## src/rtl/dmem_pkg.sv

```systemverilog
// Shared types and helpers for the data-memory access stage: access sizes, FSM states,
// lane decoding and store-data replication.
package dmem_pkg;

  localparam int unsigned LANES = 4;

  typedef enum logic [1:0] {
    SzByte = 2'b00,
    SzHalf = 2'b01,
    SzWord = 2'b10
  } size_e;

  typedef enum logic [1:0] {
    StIdle,
    StReq,
    StDone
  } state_e;

  // Encoding 2'b11 is illegal and behaves as a word access.
  function automatic size_e decode_size(input logic [1:0] raw);
    case (raw)
      2'b00:   return SzByte;
      2'b01:   return SzHalf;
      default: return SzWord;
    endcase
  endfunction

  function automatic logic is_aligned(input size_e sz, input logic [1:0] offs);
    case (sz)
      SzByte:  return 1'b1;
      SzHalf:  return ~offs[0];
      default: return offs == 2'b00;
    endcase
  endfunction

  function automatic logic [LANES-1:0] byte_enables(input size_e sz, input logic [1:0] offs);
    case (sz)
      SzByte:  return 4'b0001 << offs;
      SzHalf:  return offs[1] ? 4'b1100 : 4'b0011;
      default: return 4'b1111;
    endcase
  endfunction

  function automatic logic [31:0] replicate(input size_e sz, input logic [31:0] data);
    case (sz)
      SzByte:  return {4{data[7:0]}};
      SzHalf:  return {2{data[15:0]}};
      default: return data;
    endcase
  endfunction

endpackage

```

## src/rtl/dmem_port_load_align.sv

```systemverilog
// Combinational lane extraction and sign/zero extension of a bus word for loads.
module load_align
  import dmem_pkg::*;
(
  input  logic [31:0] word,
  input  logic [1:0]  lane,
  input  size_e       size,
  input  logic        unsigned_flag,
  output logic [31:0] value
);

  logic [7:0]  byte_v;
  logic [15:0] half_v;

  always_comb begin
    byte_v = word[{lane, 3'b000} +: 8];
    half_v = lane[1] ? word[31:16] : word[15:0];
    value  = word;
    case (size)
      SzByte:  value = {{24{~unsigned_flag & byte_v[7]}}, byte_v};
      SzHalf:  value = {{16{~unsigned_flag & half_v[15]}}, half_v};
      default: value = word;
    endcase
  end

endmodule

```

## src/rtl/dmem_port.sv

```systemverilog
// Load/store stage: converts aligned memory instructions into a single req/ack bus transaction,
// stalling the core until DONE, and returns extended load data.
module dmem_port
  import dmem_pkg::*;
#(
  parameter int unsigned N = 32  // only 32 is supported
) (
  input  logic         clk,
  input  logic         reset,
  input  logic [N-1:0] addr,
  input  logic [N-1:0] wdata,
  input  logic         mem_read,
  input  logic         mem_write,
  input  logic [1:0]   size,
  input  logic         load_unsigned,
  output logic         stall,
  output logic [N-1:0] rdata,
  output logic         misalign,
  output logic         bus_req,
  output logic         bus_we,
  output logic [N-1:0] bus_addr,
  output logic [N-1:0] bus_wdata,
  output logic [N/8-1:0] bus_be,
  input  logic         bus_ack,
  input  logic [N-1:0] bus_rdata
);

  state_e         state_q, state_d;
  logic           bus_req_q, bus_req_d;
  logic           bus_we_q, bus_we_d;
  logic [N-1:0]   bus_addr_q, bus_addr_d;
  logic [N-1:0]   bus_wdata_q, bus_wdata_d;
  logic [N/8-1:0] bus_be_q, bus_be_d;
  logic [1:0]     lane_q, lane_d;
  size_e          size_q, size_d;
  logic           uns_q, uns_d;
  logic [N-1:0]   rdata_q, rdata_d;

  size_e        req_size;
  logic         req_active;
  logic         req_aligned;
  logic [N-1:0] load_value;

  assign req_size    = decode_size(size);
  assign req_active  = mem_read | mem_write;
  assign req_aligned = is_aligned(req_size, addr[1:0]);

  load_align u_load_align (
    .word          (bus_rdata),
    .lane          (lane_q),
    .size          (size_q),
    .unsigned_flag (uns_q),
    .value         (load_value)
  );

  always_comb begin
    state_d     = state_q;
    bus_req_d   = bus_req_q;
    bus_we_d    = bus_we_q;
    bus_addr_d  = bus_addr_q;
    bus_wdata_d = bus_wdata_q;
    bus_be_d    = bus_be_q;
    lane_d      = lane_q;
    size_d      = size_q;
    uns_d       = uns_q;
    rdata_d     = rdata_q;
    case (state_q)
      StIdle: begin
        if (req_active && req_aligned) begin
          state_d     = StReq;
          bus_req_d   = 1'b1;
          bus_we_d    = mem_write;  // store wins when both are asserted
          bus_addr_d  = {addr[N-1:2], 2'b00};
          bus_be_d    = byte_enables(req_size, addr[1:0]);
          bus_wdata_d = replicate(req_size, wdata);
          lane_d      = addr[1:0];
          size_d      = req_size;
          uns_d       = load_unsigned;
        end
      end
      StReq: begin
        if (bus_ack) begin
          state_d   = StDone;
          bus_req_d = 1'b0;
          if (!bus_we_q) rdata_d = load_value;
        end
      end
      default: state_d = StIdle;
    endcase
  end

  always_ff @(posedge clk) begin
    if (reset) begin
      state_q     <= StIdle;
      bus_req_q   <= 1'b0;
      bus_we_q    <= 1'b0;
      bus_addr_q  <= '0;
      bus_wdata_q <= '0;
      bus_be_q    <= '0;
      lane_q      <= 2'b00;
      size_q      <= SzWord;
      uns_q       <= 1'b0;
      rdata_q     <= '0;
    end else begin
      state_q     <= state_d;
      bus_req_q   <= bus_req_d;
      bus_we_q    <= bus_we_d;
      bus_addr_q  <= bus_addr_d;
      bus_wdata_q <= bus_wdata_d;
      bus_be_q    <= bus_be_d;
      lane_q      <= lane_d;
      size_q      <= size_d;
      uns_q       <= uns_d;
      rdata_q     <= rdata_d;
    end
  end

  assign stall    = ~reset & (((state_q == StIdle) & req_active & req_aligned) |
                              (state_q == StReq));
  assign misalign = ~reset & (state_q == StIdle) & req_active & ~req_aligned;

  assign bus_req   = bus_req_q;
  assign bus_we    = bus_we_q;
  assign bus_addr  = bus_addr_q;
  assign bus_wdata = bus_wdata_q;
  assign bus_be    = bus_be_q;
  assign rdata     = rdata_q;

endmodule
```

## config.mk

```make
export PLATFORM = sky130hd
export DESIGN_NAME = dmem_port
export DESIGN_NICKNAME = d
export VERILOG_FILES = /design/src/rtl/dmem_pkg.sv /design/src/rtl/dmem_port_load_align.sv /design/src/rtl/dmem_port.sv
export SDC_FILE = /design/constraint.sdc
export NUM_CORES = 1
export LEC_CHECK = 0
export ABC_CLOCK_PERIOD_IN_PS = 1600
export BUFFER_PORTS_ARGS = -buffer_cell sky130_fd_sc_hd__buf_2
export CAP_MARGIN = 10
export CELL_PAD_IN_SITES_DETAIL_PLACEMENT = 0
export CELL_PAD_IN_SITES_GLOBAL_PLACEMENT = 2
export CORE_ASPECT_RATIO = 0.9
export CORE_UTILIZATION = 23
export CTS_CLUSTER_DIAMETER = 40
export CTS_CLUSTER_SIZE = 8
export DETAILED_ROUTE_END_ITERATION = 12
export PLACE_DENSITY = 0.8
export SETUP_SLACK_MARGIN = 0.3
export SKIP_CTS_REPAIR_TIMING = 1
export SLEW_MARGIN = 20
export SYNTH_ARGS = -nofsm -noshare
export SYNTH_HDL_FRONTEND = slang
export SYNTH_SLANG_ARGS = --single-unit
```

## constraint.sdc

```tcl
create_clock -name clk -period 1.6 [get_ports clk]
set_clock_uncertainty 0.15 [all_clocks]
set_input_delay 0.24 -clock clk [delete_from_list [all_inputs] [get_ports clk]]
set_output_delay 0.24 -clock clk [all_outputs]
set_load 0.05 [all_outputs]
```

==> impl_metrics.toml <==
[die]
start_util = 0.237
core_area_sq_mm = 0.0193
ios = 208
die_area_sq_mm = 0.0205
rows = 48
fp.dieW_um = 151
chipHeight_um = 136

[clock_tree]
cts_made_buffers = 9
cts_root_buf = "clkbuf_16"
clk_path_buf_depth = 2
clk_pin_slew_worst_paths_ps = 70
cts_tree = "built"
cts_htree_levels = 3
clk_latency_ps = 350
clock_sink_count = 107

[global_route]
overflow = 0
grt_max_degree = 62
grt_usage = 0.150
antenna_found_initial = 3
first_global_vias = 4314
grt_first_pass_wirelength_um = 23800

[synth]
synth.distinct_cells = 41
synthAdderAreaFrac = 0
ys.warnings.count = 0
syn-instance-count = 554
synth_simple_gate_area_frac = 0.188
synth_top_area_share = 0.467
synth_area_leaders = "dfxtp_1 47%, nand2_1 11%, a21oi_1 6.4%, a211oi_1 5.4%, nor2_1 4.3%"
synth_top_family_by_area = "compound AO/OA/AOI/OAI gates"
syn_area_sq_mm = 0.00459
synthXorXnorAreaFrac = 0
synth_seq_cells = 107
synth_compound_area_frac = 0.228
synthMuxAreaShare = 0.0564
syn_area_per_cell_sq_um = 8.29
seq_area_frac_synth = 0.467
synth_top_cell_by_area = "dfxtp_1"

[layout]
drive_above_1_share = 0.479
fill_cells = 1951
multiInputGateArea_sq_mm = 0.00256
fin_util = 0.402
nNetsFinal = 912
final_common_cell = "buf_2"
mostFrequentLayoutCells = "140 x buf_2, 131 x nand2_1, 67 x buf_6"
seq_area_sq_mm = 0.00221
final_cells = 1063
final_area_sq_mm = 0.00777
syn_to_final_growth_pct = 69.2

[critical_path]
crit_slowest_cell = "dfxtp_2"
cp.arrival_ps = 1420
endpoint_kind = "output pin"
critical_path_class = "flop to output pin"
path_buf_inv = 2
required_ps = 1210
crit_top_cell = "nor2_4"
path_delay_family = "flip-flops"
crit_path_start_kind = "flop"
max_stage_delay_ps = 330
crit_chain = "buf_6 > nor2_4 > o221a_4 > nor2_4 > nor2_4 > buf_12"
crit_fanout = 4

[placement]
dpl.hpwl_um = 11400
port-buffer-count = 205
dp_cells = 1005
place_congestion = 0.801
placed_cell_area_sq_mm = 0.00625

[sta]
rsz0062_at_grt = "yes"
period_minus_slack_ps = 1810
fmax_mhz = 553
setup_viol = 46
slew_viol_final = 0
fin_hold_ws_ps = -29.1
finalCritPeriodShare = 1.13
setup_slack_ps = -208
hold_viol = 4

[route]
vias = 4874
drt-initial-drc-count = 181
final_antenna_net_count = 0
dr.pass1.iters = 4
routed_wl_um = 16500
vias_per_cell = 4.59
drc_errors = 0
wire_per_inst_um = 15.5

[power]
p_per_area_mw_per_mm2 = 1000
ir_drop_mv = 0.604
p_leak_nw = 3.28

[hold_path]
hp-class = "primary input to flop"

[outcome]
status = "finished, violations left"
violations = "negative hold slack, negative setup slack"

[job]
cap_violations = 0
layout make-up:
cell class,count,area share
multi-input combinational,389,0.329
clock buffer,10,0.0308
tap,250,0.0403
sequential,107,0.284
antenna,1,0.000322
inverter,11,0.00532
timing repair buffer,290,0.303
clock inverter,5,0.00693
cell usage after synthesis, drive strengths merged:
cell and instances:
nand2 135, dfxtp 107, a21oi 61, nor2 52, a211oi 36, buf 25, clkbuf 23, mux2i 18
o21ai 18, a311oi 10, inv 10, nand3b 9, o211ai 8, o32ai 8, a221oi 7, mux2 7
nand2b 3, or3 2, a22o 1, and2 1, and2b 1, and4bb 1, clkinv 1, conb 1
nand3 1, nor2b 1, nor3 1, nor3b 1, nor4 1, o21bai 1, o221a 1, o221ai 1
o22ai 1
routing by layer:
metal  vias to the layer above  global-route usage  routed length (um)
met4                         4              0.0428                 217
met2                       128               0.238                8070
met5                         -                   0                  27
li1                       2433                   -                   -
met1                      2292               0.193                7010
met3                        17              0.0480                1200
logic make-up after synthesis:
kind of cell / count (synthesis)
AND/OR/NAND/NOR: 209
AO/OA/AOI/OAI: 153
flip-flops: 107
buffers and inverters: 59
multiplexers: 25
other: 1
worst paths after layout:
kind	from	endpoint	slack, ps	cells past startpoint
setup / recovery	state_q[0]$_SDFFE_PP0P_	stall	-210	6
hold / removal	addr[15]	bus_addr[15]$_SDFFE_PP0P_	-30	3
setup reg to reg	state_q[0]$_SDFFE_PP0P_	bus_wdata[11]$_SDFFE_PP0P_	-70	7
hold reg to reg	bus_addr[26]$_SDFFE_PP0P_	bus_addr[26]$_SDFFE_PP0P_	300	2
registers in the layout (all words and copies together) (netlist names):
signal and cells:
bus_addr 30, bus_be 4, bus_req 1, bus_wdata 32, bus_we 1, lane_q 2, rdata 32, size_q 2
state_q 2, uns_q 1
where the power goes:
part	leakage [nW]	switching, mW	internal, mW	total (mW)
Sequential	0.897	0.140	2.89	3.03
Clock	0.148	1.03	1.24	2.28
Combinational	2.24	1.53	0.940	2.47
Total	3.28	2.70	5.08	7.78
tightest hold or removal path, delay by kind of cell:
family | cells | cell delay (ps)
AND/OR/NAND/NOR | 1 | 50
buffers and inverters | 1 | 100
AO/OA/AOI/OAI | 1 | 50
stage by stage:
stage	TNS (ps)	setup WS [ps]	power, mW
global route	-6230	-277	8.16
finish	-1860	-208	7.78
CTS	-5910	-412	7.42
global placement	-3920	-195	5.12
detailed placement	-4260	-198	5.13
floorplan	-25.5	-17.1	4.48
No activity file was read; power rests on OpenSTA's default activity.
